## config.mk

```make
export PLATFORM = sky130hd
export DESIGN_NAME = reg_file_sb
export DESIGN_NICKNAME = d
export VERILOG_FILES = /design/src/rtl/regfile_pkg.sv /design/src/rtl/regfile_rdport.sv /design/src/rtl/reg_file_sb.sv
export SDC_FILE = /design/constraint.sdc
export NUM_CORES = 1
export LEC_CHECK = 0
export BUFFER_PORTS_ARGS = -buffer_cell sky130_fd_sc_hd__buf_2
export CAP_MARGIN = 20
export CELL_PAD_IN_SITES_DETAIL_PLACEMENT = 0
export CELL_PAD_IN_SITES_GLOBAL_PLACEMENT = 1
export CORE_MARGIN = 3
export CORE_UTILIZATION = 30
export CTS_BUF_LIST = sky130_fd_sc_hd__clkbuf_8 sky130_fd_sc_hd__clkbuf_16
export DETAILED_ROUTE_END_ITERATION = 10
export MAX_ROUTING_LAYER = met4
export PLACE_DENSITY = 0.63
export SYNTH_ARGS = -nofsm -noshare
export SYNTH_HDL_FRONTEND = slang
export SYNTH_HIERARCHICAL = 1
export SYNTH_SLANG_ARGS = --single-unit
```

## constraint.sdc

```tcl
create_clock -name Clk -period 3.9 [get_ports Clk]
set_input_delay 0.78 -clock Clk [delete_from_list [all_inputs] [get_ports Clk]]
set_output_delay 0.78 -clock Clk [all_outputs]
set_load 0.1 [all_outputs]
```

## src/rtl/regfile_pkg.sv

```systemverilog
// Shared definitions for the scoreboarded register file: clear-FSM state
// encoding and the default geometry.
package regfile_pkg;

    localparam int DEF_WIDTH = 16;
    localparam int DEF_NREGS = 8;

    typedef enum logic {
        IDLE  = 1'b0,
        CLEAR = 1'b1
    } clr_state_e;

endpackage

```

## src/rtl/regfile_rdport.sv

```systemverilog
// One combinational read port: array lookup plus optional same-cycle
// forwarding of the write data and of the resulting pending bit.
module regfile_rdport
    import regfile_pkg::*;
#(
    parameter int WIDTH  = DEF_WIDTH,
    parameter int NREGS  = DEF_NREGS,
    parameter int BYPASS = 1,
    parameter int AW     = $clog2(NREGS)
) (
    input  logic [WIDTH-1:0] regs_i [NREGS],
    input  logic [NREGS-1:0] pend_i,
    input  logic [AW-1:0]    addr_i,
    input  logic             wr_acc_i,
    input  logic [AW-1:0]    wr_addr_i,
    input  logic [WIDTH-1:0] wr_data_i,
    input  logic             mark_i,
    input  logic [AW-1:0]    mark_idx_i,
    output logic [WIDTH-1:0] data_o,
    output logic             pend_o
);

    logic fwd;

    assign fwd = (BYPASS != 0) && wr_acc_i && (wr_addr_i == addr_i);

    // A forwarded write clears the pending bit unless a mark lands on it too.
    always_comb begin
        data_o = regs_i[addr_i];
        pend_o = pend_i[addr_i];
        if (fwd) begin
            data_o = wr_data_i;
            pend_o = mark_i && (mark_idx_i == addr_i);
        end
    end

endmodule

```

## src/rtl/reg_file_sb.sv

```systemverilog
// Register file with per-entry pending (scoreboard) bits, write-to-read
// forwarding and a sequential clear-all engine that walks one entry per cycle.
module reg_file_sb
    import regfile_pkg::*;
#(
    parameter int  WIDTH  = DEF_WIDTH,
    parameter int  NREGS  = DEF_NREGS,
    parameter int  BYPASS = 1,
    localparam int AW     = $clog2(NREGS)
) (
    input  logic             Clk,
    input  logic             Reset,
    input  logic             Ld_REG,
    input  logic [AW-1:0]    DR,
    input  logic [WIDTH-1:0] In,
    input  logic [AW-1:0]    SR1,
    input  logic [AW-1:0]    SR2,
    output logic [WIDTH-1:0] SR1_out,
    output logic [WIDTH-1:0] SR2_out,
    input  logic             Mark,
    input  logic [AW-1:0]    Mark_idx,
    output logic             SR1_pend,
    output logic             SR2_pend,
    input  logic             Clr_req,
    output logic             Clr_busy
);

    localparam logic [AW-1:0] LAST_IDX = AW'(NREGS - 1);

    clr_state_e       state_q, state_d;
    logic [AW-1:0]    cnt_q, cnt_d;
    logic [WIDTH-1:0] regs_q [NREGS];
    logic [WIDTH-1:0] regs_d [NREGS];
    logic [NREGS-1:0] pend_q, pend_d;
    logic             busy;
    logic             wr_acc;

    assign busy     = (state_q == CLEAR);
    assign Clr_busy = busy;
    assign wr_acc   = Ld_REG && !busy;

    always_comb begin
        state_d = state_q;
        cnt_d   = cnt_q;
        case (state_q)
            IDLE: begin
                if (Clr_req) begin
                    state_d = CLEAR;
                    cnt_d   = '0;
                end
            end
            CLEAR: begin
                if (cnt_q == LAST_IDX) begin
                    state_d = IDLE;
                    cnt_d   = '0;
                end else begin
                    cnt_d = cnt_q + 1'b1;
                end
            end
            default: begin
                state_d = IDLE;
                cnt_d   = '0;
            end
        endcase
    end

    // Per-entry next state; a mark beats both a write and the clear sweep.
    generate
        for (genvar gi = 0; gi < NREGS; gi++) begin : g_entry
            localparam logic [AW-1:0] IDX = AW'(gi);
            logic wr_hit;
            logic clr_hit;
            logic mark_hit;

            assign wr_hit   = wr_acc && (DR == IDX);
            assign clr_hit  = busy && (cnt_q == IDX);
            assign mark_hit = Mark && (Mark_idx == IDX);

            assign regs_d[gi] = clr_hit ? '0 : (wr_hit ? In : regs_q[gi]);
            assign pend_d[gi] = mark_hit ? 1'b1
                              : ((clr_hit || wr_hit) ? 1'b0 : pend_q[gi]);
        end
    endgenerate

    always_ff @(posedge Clk) begin
        if (Reset) begin
            state_q <= IDLE;
            cnt_q   <= '0;
            pend_q  <= '0;
            for (int i = 0; i < NREGS; i++) begin
                regs_q[i] <= '0;
            end
        end else begin
            state_q <= state_d;
            cnt_q   <= cnt_d;
            pend_q  <= pend_d;
            regs_q  <= regs_d;
        end
    end

    regfile_rdport #(
        .WIDTH (WIDTH),
        .NREGS (NREGS),
        .BYPASS(BYPASS),
        .AW    (AW)
    ) u_rd1 (
        .regs_i    (regs_q),
        .pend_i    (pend_q),
        .addr_i    (SR1),
        .wr_acc_i  (wr_acc),
        .wr_addr_i (DR),
        .wr_data_i (In),
        .mark_i    (Mark),
        .mark_idx_i(Mark_idx),
        .data_o    (SR1_out),
        .pend_o    (SR1_pend)
    );

    regfile_rdport #(
        .WIDTH (WIDTH),
        .NREGS (NREGS),
        .BYPASS(BYPASS),
        .AW    (AW)
    ) u_rd2 (
        .regs_i    (regs_q),
        .pend_i    (pend_q),
        .addr_i    (SR2),
        .wr_acc_i  (wr_acc),
        .wr_addr_i (DR),
        .wr_data_i (In),
        .mark_i    (Mark),
        .mark_idx_i(Mark_idx),
        .data_o    (SR2_out),
        .pend_o    (SR2_pend)
    );

endmodule

```

; ---- After elaboration in Yosys (flattened, before gate mapping)
; Index checks and enable logic that the tools add are counted.
[totals]
register_bits = 140
in_bits = 33
elab_cells = 145
[classes]
add_sub_neg = 1
order_cmp = 4
n_eq_ne = 26
muxes = 36
n_bitwise = 3
n_reduce_logical = 57
[ops]
columns = op, n
row1 = binary-select mux 16 bit (select 3 bit), 2
row2 = 2-to-1 mux 16 bit, 6
row3 = == test 3 bit (second input constant), 12
row4 = logical AND 1 bit, 29
row5 = 2-to-1 mux 1 bit, 22
row6 = == test 3 x 2 -> 1 bit (second input constant), 6
row7 = nonzero test 2 bit, 8
row8 = OR reduction 2 bit, 8
row9 = == test 3 bit, 4
row10 = == test 3 x 1 -> 1 bit (second input constant), 3
row11 = zero test 3 bit, 3
row12 = greater-or-equal comparator 4 bit (second input constant), 2
row13 = logical OR 1 bit, 8
row14 = less-than comparator 3 x 4 -> 1 bit (second input constant), 2
row15 = inverter 3 -> 4 bit, 2
row16 = binary-select mux 1 bit (select 3 bit), 2
row17 = 2-to-1 mux 3 bit, 2
row18 = one-hot mux 3 bit (2 select lines), 1
row19 = adder 3 x 1 -> 3 bit (second input constant), 1
row20 = inequality test 2 bit (second input constant), 1
row21 = one-hot mux 1 bit (2 select lines), 1
row22 = zero test 1 bit, 1
row23 = inverter 1 bit, 1

; ---- Longest topological paths before layout
; Gate-level depths: netlist (run 1).
[depth]
word_depth = 6
mapped_depth = 6

; ---- By module
; The synthesis (run 1) kept the hierarchy.
[by_module_without_submodules]
columns = mod, n_inst, cells_per_inst, area_each_um2, seq_area_each_um2
row1 = reg_file_sb, 1, 683, 5729.2, 2802.7
row2 = regfile_rdport, 2, 87, 1397.6, 0.0

; ---- Worst setup path after synthesis (run 1)
; No wires, ideal clock.
[synth_timing]
kind = register -> output
from = register state_q, in the netlist Clr_busy
to = output port SR1_pend
t_arrival_ps = 3374
t_required_ps = 3120
slack_ps = -254
stages_incl_launch_ff = 7
n_path_buf = 3
path_cell_list = dfxtp_1 -> buf_6 -> buf_6 -> nor2b_1 -> nand4_2 -> buf_4 -> mux2i_1
[synth_via]
elab_chain_len = 4
[synth_rtl]
columns = item, line_no
row1 = start: declaration, reg_file_sb.sv:30  ; clr_state_e state_q, state_d;
row2 = start signal: assignment, reg_file_sb.sv:94  ; state_q <= state_d;
row3 = zero test 1 bit, reg_file_sb.sv:40  ; assign wr_acc = Ld_REG && !busy;
row4 = logical AND 1 bit, reg_file_sb.sv:40
row5 = net wr_acc, reg_file_sb.sv:36  ; logic wr_acc;
row6 = logical AND 1 bit, regfile_rdport.sv:25  ; assign fwd = (BYPASS != 0) && wr_acc_i && (wr_addr_i == addr_i);
row7 = 2-to-1 mux 1 bit, regfile_rdport.sv:31  ; if (fwd) begin
row8 = end: declaration, reg_file_sb.sv:22  ; output logic SR1_pend,
; The timed path passes the listed nets, and every way through them passes these cells.

; ---- Worst setup path in the final report (run 1)
[layout_timing]
from = input port SR1[0]
to = output port SR1_out[12]
[layout_via]
elab_chain_len = 5
[layout_rtl]
columns = item, line_no
row1 = start: declaration, reg_file_sb.sv:16  ; input logic [AW-1:0] SR1,
row2 = inverter 3 -> 4 bit (not written as such), regfile_rdport.sv:29  ; data_o = regs_i[addr_i];
row3 = binary-select mux 16 bit (select 3 bit), regfile_rdport.sv:29
row4 = 2-to-1 mux 16 bit (not written as such) (2 in a row), regfile_rdport.sv:29
row5 = 2-to-1 mux 16 bit (*), regfile_rdport.sv:31
row6 = end: declaration, reg_file_sb.sv:18  ; output logic [WIDTH-1:0] SR1_out,
; Every way passes the cells marked *; elsewhere a longest branch is shown, timed or not. The select of a mux whose other input is x is not followed.

==> flow_summary.json, run 1 <==
{
  "max_freq_mhz": 290.7,
  "synth_edf_count": 0,
  "fp.dieH_um": 174.6,
  "drive_above_1_share_pct": 27.45,
  "synth_nets": 897,
  "clkLatencyLatePin_ns": 0.43,
  "setup_viol": 0,
  "multiInputGateArea_um2": 5115,
  "finalNonFillerCells": 1245,
  "fin_skew_ns": 0.007036,
  "grtUsageTotal_pct": 19.63,
  "cts_root_buf": "clkbuf_16",
  "clk_pin_slew_ns": 0.06,
  "dp_hpwl_um": 16210,
  "worstMarginPinSlew_ns": 1.066,
  "tritoncts": "built",
  "hold_path_class": "register to register",
  "die_width_um": 174.6,
  "wl_per_cell_um": 23.42,
  "layout.nets": 895,
  "startpoint_type": "primary input",
  "port_buffers": 67,
  "synth_area_um2": 8524,
  "cp.arrival_ns": 2.66,
  "ys.flop_type": "dfxtp_1",
  "cp_num_buf_inv": 3,
  "maxSlewHeadroom_pct": 28.90,
  "min_from": "pend_q[0]$_SDFFE_PP0P_",
  "grt_pass1_wl_um": 44780,
  "postCtsSetupBuffers": 0,
  "gp_congestion": 0.7671,
  "core.rowCount": 61,
  "cts_buffer_depth": 2,
  "crit_top_cell": "buf_2",
  "status": "complete, no violations",
  "synth_cell_type_count": 44,
  "hold_depth": 2,
  "utilization_pct": 35.67,
  "ctsHtreeMaxLevel": 4,
  "r2r_end": "pend_q[5]$_SDFFE_PP0P_",
  "crit_family": "multiplexers",
  "synth_warnings": 6,
  "final_antenna_net_count": 0,
  "wirelength_um": 29160,
  "async_flop_share_pct": 0,
  "cts_inserted_buffers": 17,
  "fp.coreArea_um2": 27860,
  "placed_cells": 1213,
  "critPathCaptureType": "output pin",
  "timing.hold.ws_ns": 0.4691,
  "cp_cell_sequence": "buf_2, buf_12, mux4_1, mux2_2, mux2_4, buf_2",
  "pre_cts_slack_ns": 0.4641,
  "clkSinkCount": 140,
  "leakage_nw": 3.601,
  "powerDensity_nw_per_um2": 393.0,
  "seq_area_frac_synth_pct": 32.88,
  "ys_ff_latch": 140,
  "fillCellCount": 2771,
  "num_vias": 7226,
  "postSynthAreaPerCell_um2": 9.947,
  "fin_crit_ns": 3.440,
  "ioPinCount": 68,
  "grt_overflow_total": 0,
  "cpPeakStageDelay_ns": 0.61,
  "grt_max_degree": 67,
  "die_area_um2": 30470,
  "antenna_cells": 0,
  "cap_violations": 0,
  "seq_area_um2": 2803,
  "areaGrowthSynthToFinish_pct": 16.59,
  "rrSetupSlack_ns": 1.81,
  "worstPathRequired_ns": 3.12,
  "synthCells": 857,
  "r2r.worst_path.cells": 4,
  "drc": 0,
  "holdPathEnd": "pend_q[0]$_SDFFE_PP0P_",
  "irDropWorstVdd_v": 0.0002476,
  "grt_antenna_before_repair": 0,
  "dr.pass1.iters": 5,
  "r2r_start": "Clr_busy$_SDFF_PP0_",
  "initial_core_util_pct": 30.60,
  "critPathKind": "primary input to output pin",
  "critPathMaxFanout": 36,
  "hold_viol": 0,
  "rsz0062_at_grt": "no",
  "viasPerCell": 5.804,
  "post_cts_resized": 0,
  "grt_pass1_vias": 7216,
  "drtIter0Drc": 748,
  "setup_ws_ns": 0.4600,
  "tns_ns": 0,
  "fin_crit_sh_pct": 88.21,
  "cts_hold_buf": 0,
  "finalMaxSlewViolations": 0,
  "cp_slowest_cell": "mux4_1"
}
area by class of cell:
cell class	count	share of cell area (%)
multi-input combinational	599	51.47
sequential	140	28.20
timing repair buffer	90	8.788
tap	378	4.759
clock buffer	19	4.557
clock inverter	12	1.964
inverter	7	0.2644
cell usage in the layout, fill, tap and decap left out, types with 17 or more instances in the layout:
cell	instances
o21ai_0	90
a21oi_1	100
mux2_2	48
dfxtp_1	140
a21boi_0	30
buf_12	25
o21ai_1	39
mux4_1	34
clkbuf_16	17
buf_2	49
mux4_2	34
nand3_1	128
cell usage after synthesis, drive strengths merged (3+ instances only):
| master | n | area [µm²] |
|---|---|---|
| mux4 | 68 | 1659 |
| ha | 7 | 87.58 |
| inv | 7 | 26.28 |
| nor3b | 3 | 27.52 |
| xnor2 | 12 | 105.1 |
| nand4 | 4 | 37.53 |
| mux2i | 4 | 40.04 |
| clkbuf | 58 | 219.0 |
| nand2b | 3 | 18.77 |
| buf | 53 | 392.9 |
| o31ai | 4 | 30.03 |
| dfxtp | 140 | 2803 |
| nand2 | 3 | 11.26 |
| a21oi | 102 | 514.2 |
| nand3b | 4 | 30.03 |
| nor2b | 4 | 25.02 |
| a31o | 6 | 52.55 |
| nand3 | 128 | 640.6 |
| mux2 | 64 | 780.8 |
| a21boi | 32 | 240.2 |
| nor2 | 9 | 33.78 |
| o21ai | 129 | 645.6 |
state kept, by name, summed over array words and instances, names as in the netlist:
name      count
pend_q        8
Clr_busy      1
regs_q      128
cnt_q         3
cells by family (layout without fill, tap and decap cells):
| family | count (synthesis) | in the layout | synth area share (%) |
|---|---|---|---|
| fa+ha+maj | 7 | 7 | 1.027 |
| flops | 140 | 140 | 32.88 |
| mux | 136 | 136 | 29.09 |
| buf+inv | 118 | 128 | 7.486 |
| simple gates | 164 | 164 | 10.20 |
| compound gates | 280 | 280 | 18.08 |
| xor+xnor | 12 | 12 | 1.233 |
worst reg2reg max path, cell delays in order, from the launching register on:
cell and delay [ns]:
dfxtp_1 0.34, buf_4 0.23, and3b_4 1.01, a21oi_1 0.20, a21o_1 0.21
through the flow:
stage / cell area (µm²) / power [W]
finish: 9938 / 0.003905
global route: 9938 / 0.004013
CTS: 9923 / 0.003915
detailed placement: 9275 / 0.002116
global placement: 9275 / 0.002114
floorplan: 8532 / 0.001923
where the power goes:
| part | switching, W | internal, W |
|---|---|---|
| Combinational | 0.000425 | 0.000189 |
| Clock | 0.000656 | 0.00116 |
| Sequential | 0.0000182 | 0.00146 |
| Total | 0.00110 | 0.00281 |
routing by layer:
layer  global-route usage (%)  vias up  wire [µm]
met5                        -        -          0
met2                    29.71      275      13590
met4                    5.020        0        418
li1                         -     3245          -
met1                    27.10     3674      13200
met3                    3.801       32       1944
how the worst max path moves through the flow:
stage,cells past startpoint,slack [ns],endpoint,startpoint
after global placement,6,0.47,SR2_out[6],SR2[0]
after CTS,6,0.46,SR2_out[6],SR2[0]
after detailed placement,6,0.46,SR2_out[6],SR2[0]
after global routing,6,0.40,SR1_out[11],SR1[0]
final,6,0.46,SR1_out[12],SR1[0]
after floorplan,6,0.27,SR1_pend,Clr_busy$_SDFF_PP0_
Note: power is estimated with default switching activity, not from simulation.
==> inputs of run 2 (changes only) <==
--- a/config.mk
+++ b/config.mk
@@ -17,5 +17,4 @@
 export PLACE_DENSITY = 0.63
 export SYNTH_ARGS = -nofsm -noshare
 export SYNTH_HDL_FRONTEND = slang
-export SYNTH_HIERARCHICAL = 1
 export SYNTH_SLANG_ARGS = --single-unit
==> flow_summary.json, run 2 <==
{
  "status": "complete, no violations",
  "hold_depth": 2,
  "ctsHtreeMaxLevel": 4,
  "fin_skew_ns": 0.01335,
  "r2r_end": "regs_q[107]$_SDFFE_PP0P_",
  "seq_area_frac_synth_pct": 33.25,
  "final_antenna_net_count": 0,
  "ioPinCount": 68,
  "fp.coreArea_um2": 27250,
  "post_cts_resized": 0,
  "dr.pass1.iters": 5,
  "die_area_um2": 30140,
  "maxSlewHeadroom_pct": 20.64,
  "fin_crit_ns": 3.440,
  "synth_area_leaders": "dfxtp_1, mux4_1, mux2_2, a21oi_1, nand3_1",
  "place_area_um2": 8940,
  "postSynthAreaPerCell_um2": 9.699,
  "hold_viol": 0,
  "grt_pass1_vias": 7190,
  "critPathCaptureType": "output pin",
  "drc": 0,
  "max_freq_mhz": 290.7,
  "layout.nets": 899,
  "final_cell_mix": "dfxtp_1, a21oi_1, nand3_1, o21ai_0, mux4_1",
  "initial_core_util_pct": 30.93,
  "fin_crit_sh_pct": 88.21,
  "fillCellCount": 2732,
  "ys.flop_type": "dfxtp_1",
  "wl_per_cell_um": 24.06,
  "setup_viol": 0,
  "irDropWorstVdd_v": 0.0002696,
  "clkSinkCount": 140,
  "ys_ff_latch": 140,
  "leakage_nw": 3.694,
  "grt_antenna_before_repair": 0,
  "synth_nets": 908,
  "synthCells": 869,
  "holdPathEnd": "regs_q[38]$_SDFFE_PP0P_",
  "critPathMaxFanout": 36,
  "synth_most_common_cell": "dfxtp_1",
  "finalNonFillerCells": 1245,
  "grt_pass1_wl_um": 44880,
  "r2r_start": "Clr_busy$_SDFF_PP0_",
  "startpoint_type": "primary input",
  "finalMaxSlewViolations": 0,
  "placed_cells": 1211,
  "cts_buffer_depth": 2,
  "num_vias": 7306,
  "worstPathRequired_ns": 3.12,
  "synth_area_um2": 8428,
  "powerDensity_nw_per_um2": 402.7,
  "yosys.area.top_type": "dfxtp_1",
  "yosysTopAreaCellShare_pct": 33.25,
  "fin_total_pwr_w": 0.003883,
  "grt_max_degree": 67,
  "final_cell_area_um2": 9642,
  "areaGrowthSynthToFinish_pct": 14.40,
  "synthTopCellsByCount": "dfxtp_1, a21oi_1, nand3_1, o21ai_0, clkbuf_1",
  "largest_reg_flops": 128,
  "port_buffers": 67,
  "worstMarginPinSlew_ns": 1.190,
  "fp.dieH_um": 173.6,
  "cap_violations": 0,
  "layout_commonest_cell": "dfxtp_1",
  "rsz0062_at_grt": "no",
  "antenna_cells": 0,
  "viasPerCell": 5.868,
  "hold_path_class": "register to register",
  "gp_congestion": 0.7865,
  "postCtsSetupBuffers": 0,
  "grtUsageTotal_pct": 19.86,
  "tns_ns": 0,
  "clk_pin_slew_ns": 0.06,
  "r2r.worst_path.cells": 3,
  "cts_root_buf": "clkbuf_16",
  "synth_cell_type_count": 31,
  "min_from": "regs_q[38]$_SDFFE_PP0P_",
  "rrSetupSlack_ns": 1.69,
  "async_flop_share_pct": 0,
  "synth_edf_count": 0,
  "die_width_um": 173.6,
  "drive_above_1_share_pct": 22.22,
  "critPathKind": "primary input to output pin",
  "core.rowCount": 60,
  "tritoncts": "built",
  "synth_warnings": 0,
  "cp.arrival_ns": 2.66,
  "drtIter0Drc": 656,
  "grt_overflow_total": 0,
  "dp_hpwl_um": 16630,
  "cts_inserted_buffers": 17,
  "cts_hold_buf": 0,
  "reg.largest.list": "regs_q: 128 flops, pend_q: 8 flops, cnt_q: 3 flops",
  "top_register": "regs_q",
  "wirelength_um": 29960,
  "clkLatencyLatePin_ns": 0.43
}
==> run 2: where the power goes <==
group | internal [W] | switching [W]
sequential | 0.00146 | 0.0000212
combinational | 0.000153 | 0.000411
clock | 0.00118 | 0.000659
total | 0.00279 | 0.00109
==> run 2: layer usage <==
metal / vias to the layer above / global-route usage, % / share of wire [%]
met5: - / - / 0
met4: 0 / 6.300 / 2.1
met3: 49 / 3.570 / 7.1
met2: 321 / 31.55 / 48
met1: 3647 / 25.80 / 43
li1: 3289 / - / -
==> run 2: layout make-up <==
type / count / area (µm²) / share of cell area [%]
timing repair buffer: 87 / 593.1 / 6.151
clock buffer: 20 / 466.7 / 4.840
multi-input combinational: 608 / 5099 / 52.88
sequential: 140 / 2803 / 29.07
inverter: 6 / 22.52 / 0.2336
tap: 372 / 465.4 / 4.827
clock inverter: 12 / 192.7 / 1.998
==> run 2: cell families after synthesis <==
| family | Yosys count | share of synthesized area, % |
|---|---|---|
| mux | 136 | 30.23 |
| fa+ha+maj | 6 | 0.8907 |
| compound gates | 278 | 17.00 |
| xor+xnor | 12 | 1.247 |
| simple gates | 176 | 10.75 |
| buf+inv | 121 | 6.636 |
| flops | 140 | 33.25 |
==> run 2: how the worst max path moves through the flow <==
stage / start / endpoint / slack [ns] / cells after the start
after floorplan: Clr_busy$_SDFF_PP0_ / SR2_pend / 0.29 / 5
after CTS: SR1[0] / SR1_out[1] / 0.47 / 6
after global routing: SR1[0] / SR1_out[1] / 0.43 / 6
after detailed placement: SR1[0] / SR1_out[1] / 0.47 / 6
after global placement: SR2[0] / SR2_out[1] / 0.48 / 6
final: SR2[0] / SR2_out[1] / 0.46 / 6
==> run 2: metrics by stage <==
stage	utilization (%)	worst slack (ns)	hold slack [ns]
after global routing	35.38	0.4251	0.5064
after detailed placement	32.81	0.4733	0.4738
after global placement	32.81	0.4839	0.4658
final	35.38	0.4600	0.4831
after CTS	35.23	0.4714	0.4820
after floorplan	-	0.2860	0.4575
==> run 2: critical path, cell delays in order <==
cell and delay (ns):
buf_2 0.10, buf_12 0.27, mux4_1 0.64, mux2_2 0.30
mux2_2 0.26, buf_2 0.29
==> inputs of run 3 (changes only) <==
--- a/config.mk
+++ b/config.mk
@@ -5,6 +5,7 @@
 export SDC_FILE = /design/constraint.sdc
 export NUM_CORES = 1
 export LEC_CHECK = 0
+export ABC_AREA = 1
 export BUFFER_PORTS_ARGS = -buffer_cell sky130_fd_sc_hd__buf_2
 export CAP_MARGIN = 20
 export CELL_PAD_IN_SITES_DETAIL_PLACEMENT = 0
@@ -14,7 +15,7 @@
 export CTS_BUF_LIST = sky130_fd_sc_hd__clkbuf_8 sky130_fd_sc_hd__clkbuf_16
 export DETAILED_ROUTE_END_ITERATION = 10
 export MAX_ROUTING_LAYER = met4
-export PLACE_DENSITY = 0.63
+export PLACE_DENSITY = 0.69
 export SYNTH_ARGS = -nofsm -noshare
 export SYNTH_HDL_FRONTEND = slang
 export SYNTH_SLANG_ARGS = --single-unit
==> constraint.sdc (replaced) <==
create_clock -name Clk -period 3.9 [get_ports Clk]
set_input_delay 0.39 -clock Clk [delete_from_list [all_inputs] [get_ports Clk]]
set_output_delay 0.39 -clock Clk [all_outputs]
set_load 0.1 [all_outputs]
==> flow_summary.json, run 3 <==
{
  "status": "complete, no violations",
  "async_flop_share_pct": 0,
  "synth_compound_area_share_pct": 8.193,
  "synthTopCellsByCount": "nand2_1, nand3_1, inv_1, dfxtp_1, a21oi_1",
  "drive_above_1_share_pct": 9.574,
  "ys.flop_type": "dfxtp_1",
  "synthXorXnorAreaFrac_pct": 0,
  "synth_top_family_by_area": "simple AND/OR/NAND/NOR gates",
  "startpoint_type": "primary input",
  "r2r_start": "Clr_busy$_SDFF_PP0_",
  "grt_pass1_wl_um": 52790,
  "r2r_end": "regs_q[99]$_SDFFE_PP0P_",
  "synthAdderAreaFrac_pct": 0.8778,
  "r2r.worst_path.cells": 7,
  "critPathLaunch": "SR1[0]",
  "crit_top_cell": "nand2_1",
  "setup_ws_ns": 1.028,
  "rrSetupSlack_ns": 1.82,
  "cp.depth": 9,
  "synth_nets": 1529,
  "cp_slowest_cell": "buf_4",
  "wl_per_cell_um": 17.96,
  "worstPathRequired_ns": 3.51,
  "yosysTopAreaCellShare_pct": 32.77,
  "synth_cell_type_count": 22,
  "clkSinkCount": 140,
  "dr.pass1.iters": 5,
  "multiInputGateArea_um2": 4682,
  "drtIter0Drc": 953,
  "num_vias": 9330,
  "antenna_cells": 0,
  "grt_pass1_vias": 8867,
  "cap_violations": 0,
  "irDropWorstVdd_v": 0.0002779,
  "fin_crit_ns": 2.872,
  "synth_most_common_cell": "nand2_1",
  "synthCells": 1490,
  "cpPeakStageDelay_ns": 0.63,
  "areaGrowthSynthToFinish_pct": 18.24,
  "die_area_um2": 30570,
  "maxSlewHeadroom_pct": 40.54,
  "yosys.area_share.simple_pct": 45.68,
  "post_cts_resized": 0,
  "core.rowCount": 61,
  "final_cell_mix": "nand2_1, nand3_1, inv_1, dfxtp_1, a21oi_1",
  "utilization_pct": 36.20,
  "cp_cell_sequence": "buf_2, buf_4, nand2_1, nand3_1, nand3_1, nand2_1, nand2_1, nand2_1, buf_2",
  "cts_hold_buf": 0,
  "ctsHtreeMaxLevel": 4,
  "clkLatencyLatePin_ns": 0.43,
  "powerDensity_nw_per_um2": 417.8,
  "cp_num_buf_inv": 3,
  "reg.largest.list": "regs_q: 128 flops, pend_q: 8 flops, cnt_q: 3 flops",
  "critPathKind": "primary input to output pin",
  "hold_viol": 0,
  "synthMuxAreaShare_pct": 0,
  "ioPinCount": 68,
  "postSynthAreaPerCell_um2": 5.740,
  "gp_congestion": 0.8832,
  "cts_buffer_depth": 2,
  "synth_area_um2": 8552,
  "seq_area_frac_synth_pct": 32.77,
  "final_antenna_net_count": 0,
  "grtUsageTotal_pct": 22.82,
  "grt_max_degree": 70,
  "layout.nets": 1531,
  "fp.coreArea_um2": 27930,
  "synth_area_leaders": "dfxtp_1, nand2_1, nand3_1, a21oi_1, inv_1",
  "crit_family": "buffers and inverters",
  "hold_path_class": "primary input to register",
  "fillCellCount": 3104,
  "wirelength_um": 33810,
  "max_freq_mhz": 348.2,
  "endpoint": "SR1_out[14]",
  "rsz0062_at_grt": "no",
  "die_width_um": 174.8,
  "cp.arrival_ns": 2.48,
  "finalMaxSlewViolations": 0,
  "viasPerCell": 4.957,
  "finalNonFillerCells": 1882,
  "yosys.area.top_type": "dfxtp_1",
  "min_from": "Clr_req",
  "synth_warnings": 0,
  "seq_area_um2": 2803,
  "postCtsSetupBuffers": 0,
  "ys_ff_latch": 140,
  "tritoncts": "built",
  "pre_cts_slack_ns": 1.051,
  "placed_cells": 1851,
  "top_register": "regs_q",
  "cts_root_buf": "clkbuf_16",
  "fin_crit_sh_pct": 73.64,
  "dp_hpwl_um": 21940,
  "setup_viol": 0,
  "leakage_nw": 4.359,
  "critPathMaxFanout": 48,
  "cts_inserted_buffers": 17,
  "tns_ns": 0,
  "largest_reg_flops": 128,
  "fp.dieH_um": 174.8,
  "worstMarginPinSlew_ns": 0.8919,
  "initial_core_util_pct": 30.61,
  "clk_pin_slew_ns": 0.07,
  "port_buffers": 67,
  "layout_commonest_cell": "nand2_1",
  "critPathCaptureType": "output pin",
  "grt_antenna_before_repair": 0,
  "synth_edf_count": 0,
  "grt_overflow_total": 0,
  "fin_skew_ns": 0.01353,
  "drc": 0
}
[run 3: worst min path at each step]
stage / end / slack [ns] / cells after the start
detailed placement: regs_q[35]$_SDFFE_PP0P_ / 0.46 / 2
CTS: cnt_q[0]$_SDFFE_PP0P_ / 0.22 / 4
global route: cnt_q[0]$_SDFFE_PP0P_ / 0.27 / 4
global placement: regs_q[38]$_SDFFE_PP0P_ / 0.45 / 2
floorplan: regs_q[0]$_SDFFE_PP0P_ / 0.45 / 2
finish: cnt_q[0]$_SDFFE_PP0P_ / 0.23 / 4
[run 3: where the power goes]
part           leakage, nW  switching [W]  internal, W
clock                0.295       0.000673      0.00105
sequential            1.13      0.0000173      0.00146
combinational         2.93       0.000739     0.000288
total                 4.36        0.00143      0.00280
[run 3: metal layers]
layer  GRT usage (%)  wire [µm]
met5               -          0
met4           5.951        501
met3           2.977       2258
met2           36.72      16080
met1           30.40      14970
[run 3: final cells by class]
| class | instances | share of cell area (%) |
|---|---|---|
| multi-input cells | 1089 | 46.30 |
| flip-flops and latches | 140 | 27.72 |
| repair buffers | 79 | 9.107 |
| inverters | 165 | 6.162 |
| well taps | 378 | 4.677 |
| clock buffers | 20 | 4.615 |
| clock inverters | 11 | 1.423 |
[run 3: logic make-up after synthesis]
family,after synthesis
fa+ha+maj,6
simple gates,943
compound gates,140
flops,140
buf+inv,261
[run 3: worst register-to-register path, stage by stage, from the launching register on]
cell     delay, ns
dfxtp_1       0.60
inv_2         0.11
nand2_1       0.17
nor2_2        0.08
nand2_2       0.42
inv_2         0.34
nand2_1       0.13
a21oi_1       0.06
[run 3: metrics by stage]
stage	total power (W)	instance area, µm²	hold WS, ns
2_1_floorplan	0.002162	8552	0.4453
3_3_place_gp	0.002527	9502	0.4522
3_5_place_dp	0.002529	9502	0.4563
4_1_cts	0.004241	10110	0.2233
5_1_grt	0.004367	10110	0.2708
6_report	0.004225	10110	0.2344
